===== src/rtl/core_pkg.sv =====
// core_pkg: opcode/funct3 constants and the issue request record shared by the integer execute path.
package core_pkg;
    localparam int CORE_XLEN   = 32;
    localparam int CORE_ROB_W  = 3;
    localparam int CORE_PREG_W = 7;
    localparam logic [4:0] R_TYPE = 5'b01100;
    localparam logic [4:0] I_TYPE = 5'b00100;
    localparam logic [4:0] B_TYPE = 5'b11000;
    localparam logic [4:0] LUI    = 5'b01101;
    localparam logic [4:0] AUIPC  = 5'b00101;
    localparam logic [4:0] JAL    = 5'b11011;
    localparam logic [4:0] JALR   = 5'b11001;
    localparam logic [2:0] F3_ADD  = 3'd0;
    localparam logic [2:0] F3_SLL  = 3'd1;
    localparam logic [2:0] F3_SLT  = 3'd2;
    localparam logic [2:0] F3_SLTU = 3'd3;
    localparam logic [2:0] F3_XOR  = 3'd4;
    localparam logic [2:0] F3_SR   = 3'd5;
    localparam logic [2:0] F3_OR   = 3'd6;
    localparam logic [2:0] F3_AND  = 3'd7;
    localparam logic [2:0] F3_BEQ  = 3'd0;
    localparam logic [2:0] F3_BNE  = 3'd1;
    localparam logic [2:0] F3_BLT  = 3'd4;
    localparam logic [2:0] F3_BGE  = 3'd5;
    localparam logic [2:0] F3_BLTU = 3'd6;
    localparam logic [2:0] F3_BGEU = 3'd7;
    typedef struct packed {
        logic [CORE_XLEN-1:0]   rs1;
        logic [CORE_XLEN-1:0]   rs2;
        logic [CORE_XLEN-1:0]   imm;
        logic [CORE_XLEN-1:0]   pc;
        logic [CORE_ROB_W-1:0]  rob_idx;
        logic [CORE_PREG_W-1:0] rd;
        logic                   pred_taken;
        logic [CORE_XLEN-1:0]   pred_target;
    } alu_req_t;
endpackage


===== src/rtl/alu_exec_unit_if.sv =====
// alu_exec_unit_if: issue, writeback, branch-resolution and flush signals of the integer execute unit.
interface alu_exec_unit_if #(
    parameter int XLEN      = 32,
    parameter int ROB_DEPTH = 8,
    parameter int PREG_W    = 7
);
    localparam int ROB_W = $clog2(ROB_DEPTH);
    logic              in_valid;
    logic              in_ready;
    logic [4:0]        in_opcode;
    logic [2:0]        in_funct3;
    logic              in_funct7;
    logic [XLEN-1:0]   in_rs1;
    logic [XLEN-1:0]   in_rs2;
    logic [XLEN-1:0]   in_imm;
    logic [XLEN-1:0]   in_pc;
    logic [ROB_W-1:0]  in_rob_idx;
    logic [PREG_W-1:0] in_rd;
    logic              in_pred_taken;
    logic [XLEN-1:0]   in_pred_target;
    logic              out_valid;
    logic              out_ready;
    logic [ROB_W-1:0]  out_rob_idx;
    logic [PREG_W-1:0] out_rd;
    logic [XLEN-1:0]   out_data;
    logic              br_valid;
    logic [ROB_W-1:0]  br_rob_idx;
    logic              br_mispredict;
    logic [XLEN-1:0]   br_target;
    logic [ROB_W-1:0]  rob_head;
    logic              flush_valid;
    logic [ROB_W-1:0]  flush_rob_idx;
    modport slave (
        input  in_valid, in_opcode, in_funct3, in_funct7, in_rs1, in_rs2, in_imm, in_pc,
               in_rob_idx, in_rd, in_pred_taken, in_pred_target, out_ready, rob_head,
               flush_valid, flush_rob_idx,
        output in_ready, out_valid, out_rob_idx, out_rd, out_data, br_valid, br_rob_idx,
               br_mispredict, br_target
    );
    modport master (
        output in_valid, in_opcode, in_funct3, in_funct7, in_rs1, in_rs2, in_imm, in_pc,
               in_rob_idx, in_rd, in_pred_taken, in_pred_target, out_ready, rob_head,
               flush_valid, flush_rob_idx,
        input  in_ready, out_valid, out_rob_idx, out_rd, out_data, br_valid, br_rob_idx,
               br_mispredict, br_target
    );
endinterface


===== src/rtl/alu_exec_unit_core.sv =====
// alu_core: combinational ALU result and branch/jump resolution against the front-end prediction.
module alu_core import core_pkg::*; #(
    parameter int XLEN = 32
) (
    input  logic [4:0]      i_opcode,
    input  logic [2:0]      i_funct3,
    input  logic            i_funct7,
    input  logic [XLEN-1:0] i_rs1,
    input  logic [XLEN-1:0] i_rs2,
    input  logic [XLEN-1:0] i_imm,
    input  logic [XLEN-1:0] i_pc,
    input  logic            i_pred_taken,
    input  logic [XLEN-1:0] i_pred_target,
    output logic [XLEN-1:0] o_result,
    output logic            o_wb,
    output logic            o_ctrl,
    output logic            o_mispredict,
    output logic [XLEN-1:0] o_target
);
    localparam int SH = $clog2(XLEN);
    logic [XLEN-1:0] w_op2, w_alu, w_pc4, w_pcimm;
    logic [SH-1:0]   w_sh;
    logic            w_lt, w_ltu, w_eq, w_cmp, w_taken;
    always_comb begin
        w_op2   = (i_opcode == R_TYPE) ? i_rs2 : i_imm;
        w_sh    = w_op2[SH-1:0];
        w_lt    = $signed(i_rs1) < $signed(w_op2);
        w_ltu   = i_rs1 < w_op2;
        w_pc4   = i_pc + XLEN'(4);
        w_pcimm = i_pc + i_imm;
        case (i_funct3)
            F3_ADD:  w_alu = (i_opcode == R_TYPE && i_funct7) ? i_rs1 - w_op2 : i_rs1 + w_op2;
            F3_SLL:  w_alu = i_rs1 << w_sh;
            F3_SLT:  w_alu = {{(XLEN-1){1'b0}}, w_lt};
            F3_SLTU: w_alu = {{(XLEN-1){1'b0}}, w_ltu};
            F3_XOR:  w_alu = i_rs1 ^ w_op2;
            F3_SR:   w_alu = i_funct7 ? $unsigned($signed(i_rs1) >>> w_sh) : i_rs1 >> w_sh;
            F3_OR:   w_alu = i_rs1 | w_op2;
            default: w_alu = i_rs1 & w_op2;
        endcase
        // branches compare rs1 against rs2, never against the immediate
        w_eq  = i_rs1 == i_rs2;
        case (i_funct3)
            F3_BEQ:  w_cmp = w_eq;
            F3_BNE:  w_cmp = !w_eq;
            F3_BLT:  w_cmp = $signed(i_rs1) < $signed(i_rs2);
            F3_BGE:  w_cmp = !($signed(i_rs1) < $signed(i_rs2));
            F3_BLTU: w_cmp = i_rs1 < i_rs2;
            F3_BGEU: w_cmp = !(i_rs1 < i_rs2);
            default: w_cmp = 1'b0;
        endcase
        o_ctrl   = i_opcode == B_TYPE || i_opcode == JAL || i_opcode == JALR;
        o_wb     = i_opcode != B_TYPE;
        w_taken  = (i_opcode == B_TYPE) ? w_cmp : o_ctrl;
        o_target = (i_opcode == JALR) ? ((i_rs1 + i_imm) & ~XLEN'(1)) : w_taken ? w_pcimm : w_pc4;
        o_mispredict = (w_taken != i_pred_taken) || (w_taken && o_target != i_pred_target);
        o_result = (i_opcode == R_TYPE || i_opcode == I_TYPE) ? w_alu :
                   (i_opcode == LUI) ? i_imm :
                   (i_opcode == AUIPC) ? w_pcimm :
                   (i_opcode == JAL || i_opcode == JALR) ? w_pc4 : '0;
    end
endmodule


===== src/rtl/alu_exec_unit.sv =====
// alu_exec_unit: one-slot registered execute stage with branch-resolution pulse and ROB-age flush.
module alu_exec_unit #(
    parameter int XLEN      = 32,
    parameter int ROB_DEPTH = 8,
    parameter int PREG_W    = 7
) (
    input logic            clk,
    input logic            rst_n,
    alu_exec_unit_if.slave bus
);
    localparam int ROB_W = $clog2(ROB_DEPTH);
    logic [XLEN-1:0]   w_result, w_target, r_out_data, r_br_target;
    logic              w_wb, w_ctrl, w_misp, w_accept, w_in_kill, w_slot_kill, w_take;
    logic              r_out_valid, r_br_valid, r_br_misp;
    logic [ROB_W-1:0]  r_out_rob, r_br_rob, w_flush_age;
    logic [PREG_W-1:0] r_out_rd;
    function automatic logic [ROB_W-1:0] age(input logic [ROB_W-1:0] idx, input logic [ROB_W-1:0] head);
        return idx - head;
    endfunction
    alu_core #(.XLEN(XLEN)) u_core (
        .i_opcode(bus.in_opcode), .i_funct3(bus.in_funct3), .i_funct7(bus.in_funct7),
        .i_rs1(bus.in_rs1), .i_rs2(bus.in_rs2), .i_imm(bus.in_imm), .i_pc(bus.in_pc),
        .i_pred_taken(bus.in_pred_taken), .i_pred_target(bus.in_pred_target),
        .o_result(w_result), .o_wb(w_wb), .o_ctrl(w_ctrl), .o_mispredict(w_misp), .o_target(w_target)
    );
    assign bus.in_ready = !r_out_valid || bus.out_ready;
    assign w_accept     = bus.in_valid && bus.in_ready;
    assign w_flush_age  = age(bus.flush_rob_idx, bus.rob_head);
    assign w_in_kill    = bus.flush_valid && age(bus.in_rob_idx, bus.rob_head) > w_flush_age;
    assign w_slot_kill  = bus.flush_valid && age(r_out_rob, bus.rob_head) > w_flush_age;
    assign w_take       = w_accept && !w_in_kill;
    always_ff @(posedge clk or negedge rst_n) begin
        if (!rst_n) begin
            r_out_valid <= 1'b0;
            r_out_rob   <= '0;
            r_out_rd    <= '0;
            r_out_data  <= '0;
            r_br_valid  <= 1'b0;
            r_br_rob    <= '0;
            r_br_misp   <= 1'b0;
            r_br_target <= '0;
        end else begin
            // a draining or flushed slot empties unless refilled by this cycle's accept
            if (w_take && w_wb) begin
                r_out_valid <= 1'b1;
                r_out_rob   <= bus.in_rob_idx;
                r_out_rd    <= bus.in_rd;
                r_out_data  <= w_result;
            end else if (bus.out_ready || w_slot_kill) begin
                r_out_valid <= 1'b0;
            end
            r_br_valid <= w_take && w_ctrl;
            r_br_misp  <= w_take && w_ctrl && w_misp;
            if (w_take && w_ctrl) begin
                r_br_rob    <= bus.in_rob_idx;
                r_br_target <= w_target;
            end
        end
    end
    assign bus.out_valid     = r_out_valid;
    assign bus.out_rob_idx   = r_out_rob;
    assign bus.out_rd        = r_out_rd;
    assign bus.out_data      = r_out_data;
    assign bus.br_valid      = r_br_valid;
    assign bus.br_rob_idx    = r_br_rob;
    assign bus.br_mispredict = r_br_misp;
    assign bus.br_target     = r_br_target;
endmodule

===== src/flat_wrapper.sv =====
// flat-port wrapper written by rule: the top's interface ports become plain ports
module alu_exec_unit_flat 
#(
    parameter int XLEN      = 32,
    parameter int ROB_DEPTH = 8,
    parameter int PREG_W    = 7
)
  (clk, rst_n, bus_in_valid, bus_in_opcode, bus_in_funct3, bus_in_funct7, bus_in_rs1, bus_in_rs2, bus_in_imm, bus_in_pc, bus_in_rob_idx, bus_in_rd, bus_in_pred_taken, bus_in_pred_target, bus_out_ready, bus_rob_head, bus_flush_valid, bus_flush_rob_idx, bus_in_ready, bus_out_valid, bus_out_rob_idx, bus_out_rd, bus_out_data, bus_br_valid, bus_br_rob_idx, bus_br_mispredict, bus_br_target);
  alu_exec_unit_if #(.XLEN(XLEN), .ROB_DEPTH(ROB_DEPTH), .PREG_W(PREG_W)) bus_i ();
  input logic clk;
  input logic rst_n;
  input wire logic [$bits(bus_i.in_valid)-1:0] bus_in_valid;
  input wire logic [$bits(bus_i.in_opcode)-1:0] bus_in_opcode;
  input wire logic [$bits(bus_i.in_funct3)-1:0] bus_in_funct3;
  input wire logic [$bits(bus_i.in_funct7)-1:0] bus_in_funct7;
  input wire logic [$bits(bus_i.in_rs1)-1:0] bus_in_rs1;
  input wire logic [$bits(bus_i.in_rs2)-1:0] bus_in_rs2;
  input wire logic [$bits(bus_i.in_imm)-1:0] bus_in_imm;
  input wire logic [$bits(bus_i.in_pc)-1:0] bus_in_pc;
  input wire logic [$bits(bus_i.in_rob_idx)-1:0] bus_in_rob_idx;
  input wire logic [$bits(bus_i.in_rd)-1:0] bus_in_rd;
  input wire logic [$bits(bus_i.in_pred_taken)-1:0] bus_in_pred_taken;
  input wire logic [$bits(bus_i.in_pred_target)-1:0] bus_in_pred_target;
  input wire logic [$bits(bus_i.out_ready)-1:0] bus_out_ready;
  input wire logic [$bits(bus_i.rob_head)-1:0] bus_rob_head;
  input wire logic [$bits(bus_i.flush_valid)-1:0] bus_flush_valid;
  input wire logic [$bits(bus_i.flush_rob_idx)-1:0] bus_flush_rob_idx;
  output wire logic [$bits(bus_i.in_ready)-1:0] bus_in_ready;
  output wire logic [$bits(bus_i.out_valid)-1:0] bus_out_valid;
  output wire logic [$bits(bus_i.out_rob_idx)-1:0] bus_out_rob_idx;
  output wire logic [$bits(bus_i.out_rd)-1:0] bus_out_rd;
  output wire logic [$bits(bus_i.out_data)-1:0] bus_out_data;
  output wire logic [$bits(bus_i.br_valid)-1:0] bus_br_valid;
  output wire logic [$bits(bus_i.br_rob_idx)-1:0] bus_br_rob_idx;
  output wire logic [$bits(bus_i.br_mispredict)-1:0] bus_br_mispredict;
  output wire logic [$bits(bus_i.br_target)-1:0] bus_br_target;
  assign bus_i.in_valid = bus_in_valid;
  assign bus_i.in_opcode = bus_in_opcode;
  assign bus_i.in_funct3 = bus_in_funct3;
  assign bus_i.in_funct7 = bus_in_funct7;
  assign bus_i.in_rs1 = bus_in_rs1;
  assign bus_i.in_rs2 = bus_in_rs2;
  assign bus_i.in_imm = bus_in_imm;
  assign bus_i.in_pc = bus_in_pc;
  assign bus_i.in_rob_idx = bus_in_rob_idx;
  assign bus_i.in_rd = bus_in_rd;
  assign bus_i.in_pred_taken = bus_in_pred_taken;
  assign bus_i.in_pred_target = bus_in_pred_target;
  assign bus_i.out_ready = bus_out_ready;
  assign bus_i.rob_head = bus_rob_head;
  assign bus_i.flush_valid = bus_flush_valid;
  assign bus_i.flush_rob_idx = bus_flush_rob_idx;
  assign bus_in_ready = bus_i.in_ready;
  assign bus_out_valid = bus_i.out_valid;
  assign bus_out_rob_idx = bus_i.out_rob_idx;
  assign bus_out_rd = bus_i.out_rd;
  assign bus_out_data = bus_i.out_data;
  assign bus_br_valid = bus_i.br_valid;
  assign bus_br_rob_idx = bus_i.br_rob_idx;
  assign bus_br_mispredict = bus_i.br_mispredict;
  assign bus_br_target = bus_i.br_target;
  alu_exec_unit #(.XLEN(XLEN), .ROB_DEPTH(ROB_DEPTH), .PREG_W(PREG_W)) u_core (.clk(clk), .rst_n(rst_n), .bus(bus_i));
endmodule

===== config.mk =====
export PLATFORM = sky130hd
export DESIGN_NAME = alu_exec_unit_flat
export DESIGN_NICKNAME = d
export VERILOG_FILES = /design/src/rtl/core_pkg.sv /design/src/rtl/alu_exec_unit_if.sv /design/src/rtl/alu_exec_unit_core.sv /design/src/rtl/alu_exec_unit.sv /design/src/flat_wrapper.sv
export SDC_FILE = /design/constraint.sdc
export NUM_CORES = 1
export LEC_CHECK = 0
export ABC_CLOCK_PERIOD_IN_PS = 3000
export BUFFER_PORTS_ARGS = -buffer_cell sky130_fd_sc_hd__buf_4
export CAP_MARGIN = 40
export CORE_ASPECT_RATIO = 1.25
export CORE_UTILIZATION = 30
export CTS_CLUSTER_SIZE = 20
export DETAILED_ROUTE_END_ITERATION = 8
export PLACE_DENSITY = 0.51
export SYNTH_ARGS = -nofsm -noshare
export SYNTH_HDL_FRONTEND = slang
export SYNTH_SLANG_ARGS = --single-unit

===== constraint.sdc =====
create_clock -name clk -period 3 [get_ports clk]
set_input_delay 0 -clock clk [delete_from_list [all_inputs] [get_ports clk]]
set_output_delay 0 -clock clk [all_outputs]
set_load 0.03 [all_outputs]

== Yosys cells after proc, flatten, opt, wreduce, memory -nomap -nowiden ==
Index checks and enable logic that the tools add are counted.

* Register bits after elaboration: 80
* Output and inout bits: 81

* Multiplexer cells: 14
* Eq/ne operators: 18
* Add/sub/neg operators: 8
* $lt $le $gt $ge: 6
* Reduce and logical (&&, ||, !) cells: 23
* Shift-type cells: 3
* Bitwise logic cells: 3

{| class="wikitable"
|+ Operator list
! cell !! number
|-
| 32-bit 2-to-1 mux || 9
|-
| 32-bit case mux with 7 select lines || 1
|-
| 32-bit < comparator || 4
|-
| 32-bit adder || 3
|-
| 32-bit by 3-bit adder with 32-bit output (second input constant) || 1
|-
| 32-bit AND || 1
|-
| 32-bit equality test || 1
|-
| 32-bit inequality test || 1
|-
| 32-bit bitwise OR || 1
|-
| 32-bit by 5-bit left shift with 32-bit output || 1
|-
| 32-bit by 5-bit >> shifter with 32-bit output || 1
|-
| 32-bit by 5-bit >>> shifter with 32-bit output || 1
|-
| 32-bit subtractor || 1
|-
| 32-bit XOR || 1
|-
| 5-bit equality test (second input constant) || 3
|-
| 3-bit equality test (second input constant) || 4
|-
| 5-bit by 3-bit equality test with 1-bit output (second input constant) || 2
|-
| 5-bit by 4-bit equality test with 1-bit output (second input constant) || 2
|-
| 1-bit logical AND || 9
|-
| 3-bit subtractor || 3
|-
| 1-bit logical OR || 7
|-
| 3-bit by 2-bit equality test with 1-bit output (second input constant) || 2
|-
| 3-bit > comparator || 2
|-
| 1-bit case mux with 6 select lines || 1
|-
| other kinds (7) || 13
|}

== Logic depth before layout (Yosys ltp) ==
Gate-level depths: netlist of run 1.

* Word-level depth: 10
* Mapped depth: 23
* Mapped depth without buffers: 20

== Hierarchy ==
A second synthesis of run 1 with hierarchy kept.

* Cells, all modules: 2,614
* Area total of the unflattened synthesis: 19,030.8 µm²

{| class="wikitable"
|+ By module, submodules not included
! module !! area an instance (µm²) !! instances !! cells an instance
|-
| alu_core || 15,422.3 || 1 || 2,405
|-
| alu_exec_unit || 3,608.5 || 1 || 209
|}

== Least setup slack after synthesis of run 1 ==
No wires, ideal clock.

* Path type: input to register
* Start point: in bus_in_opcode[0]
* End point: reg u_core.r_out_data[24], in the netlist u_core.bus.out_data[24]
* Setup time: 124 ps
* Stages on the path: 21
* Required time: 2,876 ps
* Path slack: -1,927 ps
* Buffers on the path: 4
* Data arrival time: 4,803 ps
* Cell sequence: buf_2 nor4b_4 nand2_2 a21oi_1 clkbuf_1 buf_2 buf_2 ha_1 nand2b_1 a21oi_1 o21a_1 o2111ai_1 a211oi_1 a221oi_1 o31ai_1 a21oi_1 o21bai_1 a2111oi_0 a211oi_1 nor4_1 a211o_1

* Cells in the longest elaborated chain, start to end: 6
* Elaborated cells on any way between the ends: 27
* Those cells by class: 2 x add/sub; 7 x eq/ne; 3 x shift; 8 x mux; 3 x bitwise; 4 x reduce/logical

{| class="wikitable"
|+ RTL lines
! item !! RTL line !! source
|-
| start, declared || flat_wrapper.sv:13 || <nowiki>input wire logic [$bits(bus_i.in_opcode)-1:0] bus_in_opcode;</nowiki>
|-
| 5-bit by 4-bit equality test with 1-bit output or 5-bit equality test (tied branches) || - ||
|-
| 32-bit 2-to-1 mux or 1-bit logical OR (tied branches) || alu_exec_unit_core.sv:25, alu_exec_unit_core.sv:60 ||
|-
| 32-bit adder, or another cell as far along || alu_exec_unit_core.sv:32 || <nowiki>F3_ADD: w_alu = (i_opcode == R_TYPE && i_funct7) ? i_rs1 - w_op2 : i_rs1 + w_op2;</nowiki>
|-
| 32-bit 2-to-1 mux, on equally long branches || alu_exec_unit_core.sv:32, alu_exec_unit_core.sv:37, alu_exec_unit_core.sv:59 ||
|-
| 32-bit case mux with 7 select lines or 32-bit 2-to-1 mux (tied branches) || alu_exec_unit_core.sv:31, alu_exec_unit_core.sv:58 ||
|-
| 32-bit 2-to-1 mux || alu_exec_unit_core.sv:57 || <nowiki>o_result = (i_opcode == R_TYPE || i_opcode == I_TYPE) ? w_alu :</nowiki>
|-
| end signal, assigned || alu_exec_unit.sv:48 || <nowiki>r_out_data <= w_result;</nowiki>
|-
| end, declared || alu_exec_unit.sv:12 || <nowiki>logic [XLEN-1:0] w_result, w_target, r_out_data, r_br_target;</nowiki>
|}

Several ways; a longest one is shown, not always the timed one.
A chain may end at the register's enable or synchronous reset.

== Worst setup path in the final report of run 1 ==
* Start point: in bus_in_opcode[1]
* End point: reg u_core.r_out_data[31], in the netlist u_core.bus.out_data[31]

The elaborated chain is that of the path after synthesis.

==> results of run 1 <==
## worst register-to-register path, delay by kind of cell, from the launching register on
| family | cells | cell delay (ps) |
|---|---|---|
| buf+inv | 1 | 180 |
| simple gates | 4 | 680 |
| compound gates | 4 | 680 |
| flops | 1 | 390 |
## metal layers
metal | wire length [um] | share of wire, % | vias up | GRT usage (%)
met5 | 0 | 0 | - | 0
met2 | 50500 | 47 | 1007 | 57.1
met4 | 5750 | 5.4 | 0 | 15.7
met3 | 5730 | 5.4 | 219 | 2.96
li1 | - | - | 11600 | -
met1 | 44900 | 42 | 12100 | 42.1
## layout make-up
type	instances	area, sq um
clock buffers	9	225
well taps	765	957
diodes	3	7.51
clock inverters	6	85.1
multi-input cells	2205	17500
fillers	5867	28900
flip-flops and latches	80	2000
inverters	178	708
repair buffers	1164	9480
## stage by stage
stage	cell area, sq um	hold slack, ps
finish	31000	20.6
CTS	29800	7.36
floorplan	19000	-296
global route	31000	40.2
detailed placement	27100	-182
global placement	27100	161
## path summary, 6_finish.rpt
path / start / endpoint / slack, ps / cells after the start
max in group asynchronous: rst_n / u_core.bus.br_target[9]$_DFFE_PN0P_ / 2280 / 3
setup / recovery: bus_in_opcode[1] / u_core.bus.out_data[31]$_DFFE_PN0P_ / -800 / 22
min in group asynchronous: rst_n / u_core.bus.br_target[11]$_DFFE_PN0P_ / 200 / 3
hold reg to reg: u_core.bus.br_rob_idx[2]$_DFFE_PN0P_ / u_core.bus.br_rob_idx[2]$_DFFE_PN0P_ / 480 / 2
hold / removal: bus_in_rob_idx[0] / u_core.bus.br_rob_idx[0]$_DFFE_PN0P_ / 20 / 4
setup reg to reg: u_core.bus.out_valid$_DFFE_PN0P_ / u_core.bus.out_data[30]$_DFFE_PN0P_ / 950 / 9
## cell families (layout without fill, tap and decap cells)
| logic type | after synthesis | count (layout) | synth area share, % |
|---|---|---|---|
| mux | 139 | 139 | 9.23 |
| simple gates | 804 | 806 | 19.9 |
| buf+inv | 324 | 1357 | 6.83 |
| flops | 80 | 80 | 10.9 |
| compound gates | 912 | 912 | 31.9 |
| xor+xnor | 143 | 143 | 6.91 |
| other cells | 0 | 3 | 0 |
| fa+ha+maj | 205 | 205 | 14.3 |
## synthesized netlist by cell type, types with 23 or more instances
cell      count
a21oi_1     204
o21ai_0     278
nor2_1      284
nand2_1     248
a31oi_1      42
inv_1       173
xnor2_1      85
nand2b_1     23
clkbuf_1    118
mux2i_1      96
o211ai_1     49
dfrtp_1      80
xor2_1       57
ha_1        198
a21o_1       61
nand3_1      62
o21bai_1     28
nor3_1       61
a211oi_1     31
## power groups by stage
stage	clock [W]	combinational, W	sequential (W)
finish	0.00125	0.00784	0.00179
global route	0.00131	0.00832	0.00182
CTS	0.00128	0.00746	0.00179
detailed placement	0	0.00689	0.00181
global placement	0	0.00685	0.00179
floorplan	0	0.00278	0.00250
## registers in the layout (all words and copies together) (netlist names)
signal / flops
u_core.bus.br_mispredict: 1
u_core.bus.br_rob_idx: 3
u_core.bus.br_target: 32
u_core.bus.br_valid: 1
u_core.bus.out_data: 32
u_core.bus.out_rd: 7
u_core.bus.out_rob_idx: 3
u_core.bus.out_valid: 1
## what timing repair did
item                                   in CTS  in global routing
gates cloned                                8                  2
hold buffers                               13                  0
resized for setup                         311                184
buffers inserted                           75                 49
pin swaps                                 153                128
endpoints found under the hold margin      93                  0
setup endpoints to repair                  39                 41
==> metrics.md, run 1 <==
| Metric | Value |
|---|---|
| First-pass GRT wire length | 156 mm |
| WP buf/inv | 5 |
| Logic pwr share | 72.0% |
| Post-synthesis async set-or-reset flop share | 100% |
| Synth top area share | 13.5% |
| Gr usage total | 33.4% |
| Detailed Place HPWL | 84.7 mm |
| Final setup margin | -796 ps |
| Final Hold Violating Endpoints | 0 |
| Fmax | 263 MHz |
| Proportion of layout cells with a drive suffix above 1 | 43.0% |
| Vias in the first global route | 24700 |
| Switching part of the total | 47.4% |
| Clock skew | 13.5 ps |
| Top cell family by delay on the critical path | compound AO/OA/AOI/OAI gates |
| Initial DRC count | 2039 |
| NumNets Final | 4034 |
| Post-Route WL | 107 mm |
| Yosys warns | 0 |
| DRC | 0 |
| Vias | 24900 |
| H-Tree Depth | 3 |
| Design Power | 0.0109 W |
| RD Place Congestion | 0.968 |
| Number of routed nets with antenna violations | 0 |
| Critical Path Source Type | input port |
| Most frequent cells in the layout | buf_4, nor2_1, nand2_1, o21ai_0, a21oi_1 |
| RSZ-0062 raised after global routing | true |
| Ranking of synthesized cells by area | ha_1, dfrtp_1, o21ai_0 |
| Final Critical Period | 3800 ps |
| Die area | 62100 sq um |
| # IOs | 272 |
| CP Max Fanout | 8 |
| Static Leak | 14.5 nW |
| Clk_lat worst skew | 380 ps |
| Worst-path cell chain | buf_8 -> nor4b_4 -> buf_12 -> nand2_8 -> buf_4 -> nor2_4 -> a21oi_4 -> buf_4 -> ha_4 -> inv_2 -> o21bai_4 -> a21o_1 -> a311o_1 -> a21oi_4 -> o211ai_1 -> a41oi_2 -> nor2_1 -> o41ai_1 -> o21ai_1 -> xnor2_1 -> nor2_1 -> o32a_1 |
| Chip height | 278 um |
| Actual slew at the worst max-slew pin | 731 ps |
| Die Span X | 223 um |
| Sw power | 0.00515 W |
| Period Utilization, post-route | 127% |
| CP required | 3270 ps |
| Reg power frac | 16.4% |
| Clock Path Buffers | 2 |
| Post-synthesis cell area | 18300 sq um |
| Initial antenna violation count | 4 |
| Post-Synthesis Cells | 2607 |
| Via-per-instance ratio | 5.64 |
| Hold Path Class | input port to flop |
| Layout area overhead | 69.2% |
| Drt pass-1 iters | 8 |
| Initial Utilization | 30.6% |
| Num rows | 100 |
| Final cell count without fillers | 4410 |
| Max VDD drop | 0.316 mV |
| Syn nets | 3003 |
| TNS Setup | -15610 ps |
| IO Port Bufs | 271 |
| Leading area contributor after synthesis | ha_1 |
| Clock slew at reported path FFs | 70 ps |
| CP peak stage delay | 400 ps |
| CP Data Arrival Time | 4060 ps |
| Syn Area/Cell | 7.03 sq um |
| Run status | finished, violations left |
| Dpl cells | 4272 |
| CTS tree | built |
| Post-layout util | 51.7% |
| Clock power share | 11.5% |
| Number of synthesized flops with an enable pin | 0 |
| Count of unique library cells instantiated by Yosys | 99 |
| Gr ovfl total | 0 |
| Max Cap Viol | 0 |
| Largest net degree at the start of global routing | 60 |
| Core footprint | 59900 sq um |
| Main synth FF type | dfrtp_1 |
| Slew Limit Fails | 0 |
| Worst path slowest cell | a311o_1 |
| Flops & latches, synth | 80 |
| Root buf cell | clkbuf_16 |
| Post-place setup slack | -1590 ps |
| Slew margin rel. | 49.9% |
| Wire per inst | 24.2 um |
| Commonest non-fill, non-tap cell in the layout | buf_4 |
| Finish-stage setup viols | 33 |
| Failing checks | setup timing |
| CTS Buf Count | 9 |
| WS Path Type | input port to flop |
| Post-synthesis sequential area ratio | 10.9% |
| Internal | 0.00572 W |
| CTS sink count | 80 |
| P per Cell Area | 351 nW/um^2 |
| CP Capture Type | flop |
(Power assumes the default switching activity.)
==> run 2: changes to the inputs <==
--- a/config.mk
+++ b/config.mk
@@ -5,7 +5,7 @@
 export SDC_FILE = /design/constraint.sdc
 export NUM_CORES = 1
 export LEC_CHECK = 0
-export ABC_CLOCK_PERIOD_IN_PS = 3000
+export ABC_CLOCK_PERIOD_IN_PS = 4630
 export BUFFER_PORTS_ARGS = -buffer_cell sky130_fd_sc_hd__buf_4
 export CAP_MARGIN = 40
 export CORE_ASPECT_RATIO = 1.25
==> constraint.sdc (replaced) <==
create_clock -name clk -period 4.63 [get_ports clk]
set_input_delay 0 -clock clk [delete_from_list [all_inputs] [get_ports clk]]
set_output_delay 0 -clock clk [all_outputs]
set_load 0.03 [all_outputs]
==> metrics.md, run 2 (synthesis gave the netlist of run 1 again) <==
| Metric | Value |
|---|---|
| Gr usage total | 29.8% |
| CP required | 4870 ps |
| CTS Buf Count | 9 |
| Final setup margin | 248 ps |
| Number of routed nets with antenna violations | 0 |
| CP Capture Type | flop |
| Drt pass-1 iters | 6 |
| CTS tree | built |
| Seq. cell area | 2000 sq um |
| Ant diodes | 0 |
| Slew margin rel. | 40.5% |
| Final Hold Violating Endpoints | 0 |
| NumNets Final | 3359 |
| Chip height | 278 um |
| Num rows | 100 |
| Proportion of layout cells with a drive suffix above 1 | 19.5% |
| # IOs | 272 |
| Wire per inst | 25.5 um |
| Area occupied by multi-input gates | 15100 sq um |
| Clock slew at reported path FFs | 70 ps |
| Via-per-instance ratio | 5.86 |
| Most frequent cells in the layout | buf_4, nor2_1, o21ai_0, nand2_1, a21oi_1 |
| Clock Path Buffers | 2 |
| Worst-path cell chain | buf_4 -> nor4b_4 -> nand2_4 -> mux2i_4 -> inv_4 -> buf_4 -> ha_1 -> fa_1 -> a21o_1 -> a21oi_1 -> o21ai_0 -> buf_4 -> o41ai_1 -> buf_4 -> a211o_1 -> o21bai_1 -> a21oi_1 -> o21bai_1 -> a2111oi_0 -> nor2_1 -> xnor2_1 -> a21oi_1 -> o221ai_1 |
| WP buf/inv | 5 |
| Fmax | 228 MHz |
| Detailed Place HPWL | 78.3 mm |
| Die area | 62100 sq um |
| Run status | finished clean |
| CP Max Fanout | 4 |
| CP Data Arrival Time | 4620 ps |
| Vias in the first global route | 21600 |
| Actual slew at the worst max-slew pin | 892 ps |
| Core footprint | 59900 sq um |
| First-pass GRT wire length | 140 mm |
| Gr ovfl total | 0 |
| Post-CTS Setup Inserts | 0 |
| Static Leak | 10.6 nW |
| Critical Path Source Type | input port |
| Vias | 21900 |
| Post-place setup slack | -475 ps |
| Final Critical Period | 4380 ps |
| TNS Setup | 0 ps |
| Largest net degree at the start of global routing | 70 |
| Initial antenna violation count | 0 |
| WS Path Type | input port to flop |
| DRC | 0 |
| IO Port Bufs | 271 |
| RD Place Congestion | 0.993 |
| Layout fillers | 6437 |
| Post-Route WL | 95.0 mm |
| Most used cell, CP | buf_4 |
| Hold Path Class | input port to flop |
| Commonest non-fill, non-tap cell in the layout | buf_4 |
| Die Span X | 223 um |
| Initial Utilization | 30.6% |
| Max VDD drop | 0.204 mV |
| Finish-stage setup viols | 0 |
| Root buf cell | clkbuf_16 |
| CTS sink count | 80 |
| Worst hold slack | 32.8 ps |
| Worst path slowest cell | a2111oi_0 |
| Clk_lat worst skew | 380 ps |
| Slew Limit Fails | 0 |
| P per Cell Area | 255 nW/um^2 |
| Max Cap Viol | 0 |
| Top cell family by delay on the critical path | compound AO/OA/AOI/OAI gates |
| H-Tree Depth | 3 |
| CP peak stage delay | 460 ps |
| Layout area overhead | 24.5% |
| Clock skew | 15.4 ps |
| Period Utilization, post-route | 94.6% |
| Initial DRC count | 2118 |
==> run 2: cell count changes in the layout (fill, tap and decap cells not counted), sizes merged, moves of 2 or more <==
cell	before	now
buf	1146	478
diode	3	0
clkinvlp	2	0
clkinv	3	6
bufbuf	3	0
nand2	252	250
==> run 2: worst paths after layout <==
path	startpoint	to	slack (ps)	cells past startpoint
setup / recovery	bus_in_opcode[4]	u_core.bus.out_data[20]$_DFFE_PN0P_	250	23
hold / removal	bus_in_pred_taken	u_core.bus.br_mispredict$_DFF_PN0_	30	3
setup reg to reg	u_core.bus.out_valid$_DFFE_PN0P_	u_core.bus.out_data[24]$_DFFE_PN0P_	1750	7
hold reg to reg	u_core.bus.br_rob_idx[1]$_DFFE_PN0P_	u_core.bus.br_rob_idx[1]$_DFFE_PN0P_	480	2
max in group asynchronous	rst_n	u_core.bus.out_data[27]$_DFFE_PN0P_	3730	4
min in group asynchronous	rst_n	u_core.bus.out_data[1]$_DFFE_PN0P_	70	2
==> run 2: what timing repair did <==
action / 4_1_cts / 5_1_grt
hold buffers: 13 / 0
hold endpoints to repair: 38 / 0
pin swaps: 0 / 0
resized for setup: 1 / 3
endpoints found under the setup margin: 1 / 3
==> run 2: through the flow <==
stage	total power (W)	cells	utilization [%]	area [sq um]
after floorplan	0.00336	2607	-	18300
after global placement	0.00495	3703	37.3	22400
after detailed placement	0.00497	3704	37.3	22400
after CTS	0.00580	3733	38.1	22800
after global routing	0.00616	3733	38.1	22800
final	0.00582	3733	38.1	22800
==> run 2: layout make-up <==
| type | instances | share of cell area [%] |
|---|---|---|
| inverter | 178 | 2.94 |
| sequential | 80 | 8.77 |
| tap | 765 | 4.19 |
| clock inverter | 6 | 0.291 |
| multi-input combinational | 2203 | 66.3 |
| timing repair buffer | 491 | 16.4 |
| clock buffer | 10 | 1.05 |
==> run 2: layer usage <==
layer / global-route usage [%] / vias to the layer above / share of wire, %
li1: - / 10200 / -
met1: 38.3 / 10600 / 43
met2: 52.1 / 921 / 49
met3: 2.62 / 155 / 5.5
met4: 9.92 / 0 / 3.3
met5: 0 / - / 0
==> run 2: worst reg2reg max path, delay by kind of cell (launching register included) <==
kind             cells  cell delay (ps)
AND/OR/NAND/NOR      4             1680
AO/OA/AOI/OAI        3              750
flip-flops           1              400
==> run 2: report_power, final <==
part	leakage [nW]	switching, W	internal (W)	total (W)
registers	1.00	0.000199	0.000956	0.00115
clock network	0.153	0.000359	0.000435	0.000794
logic	9.49	0.00238	0.00148	0.00387
total	10.6	0.00294	0.00288	0.00582
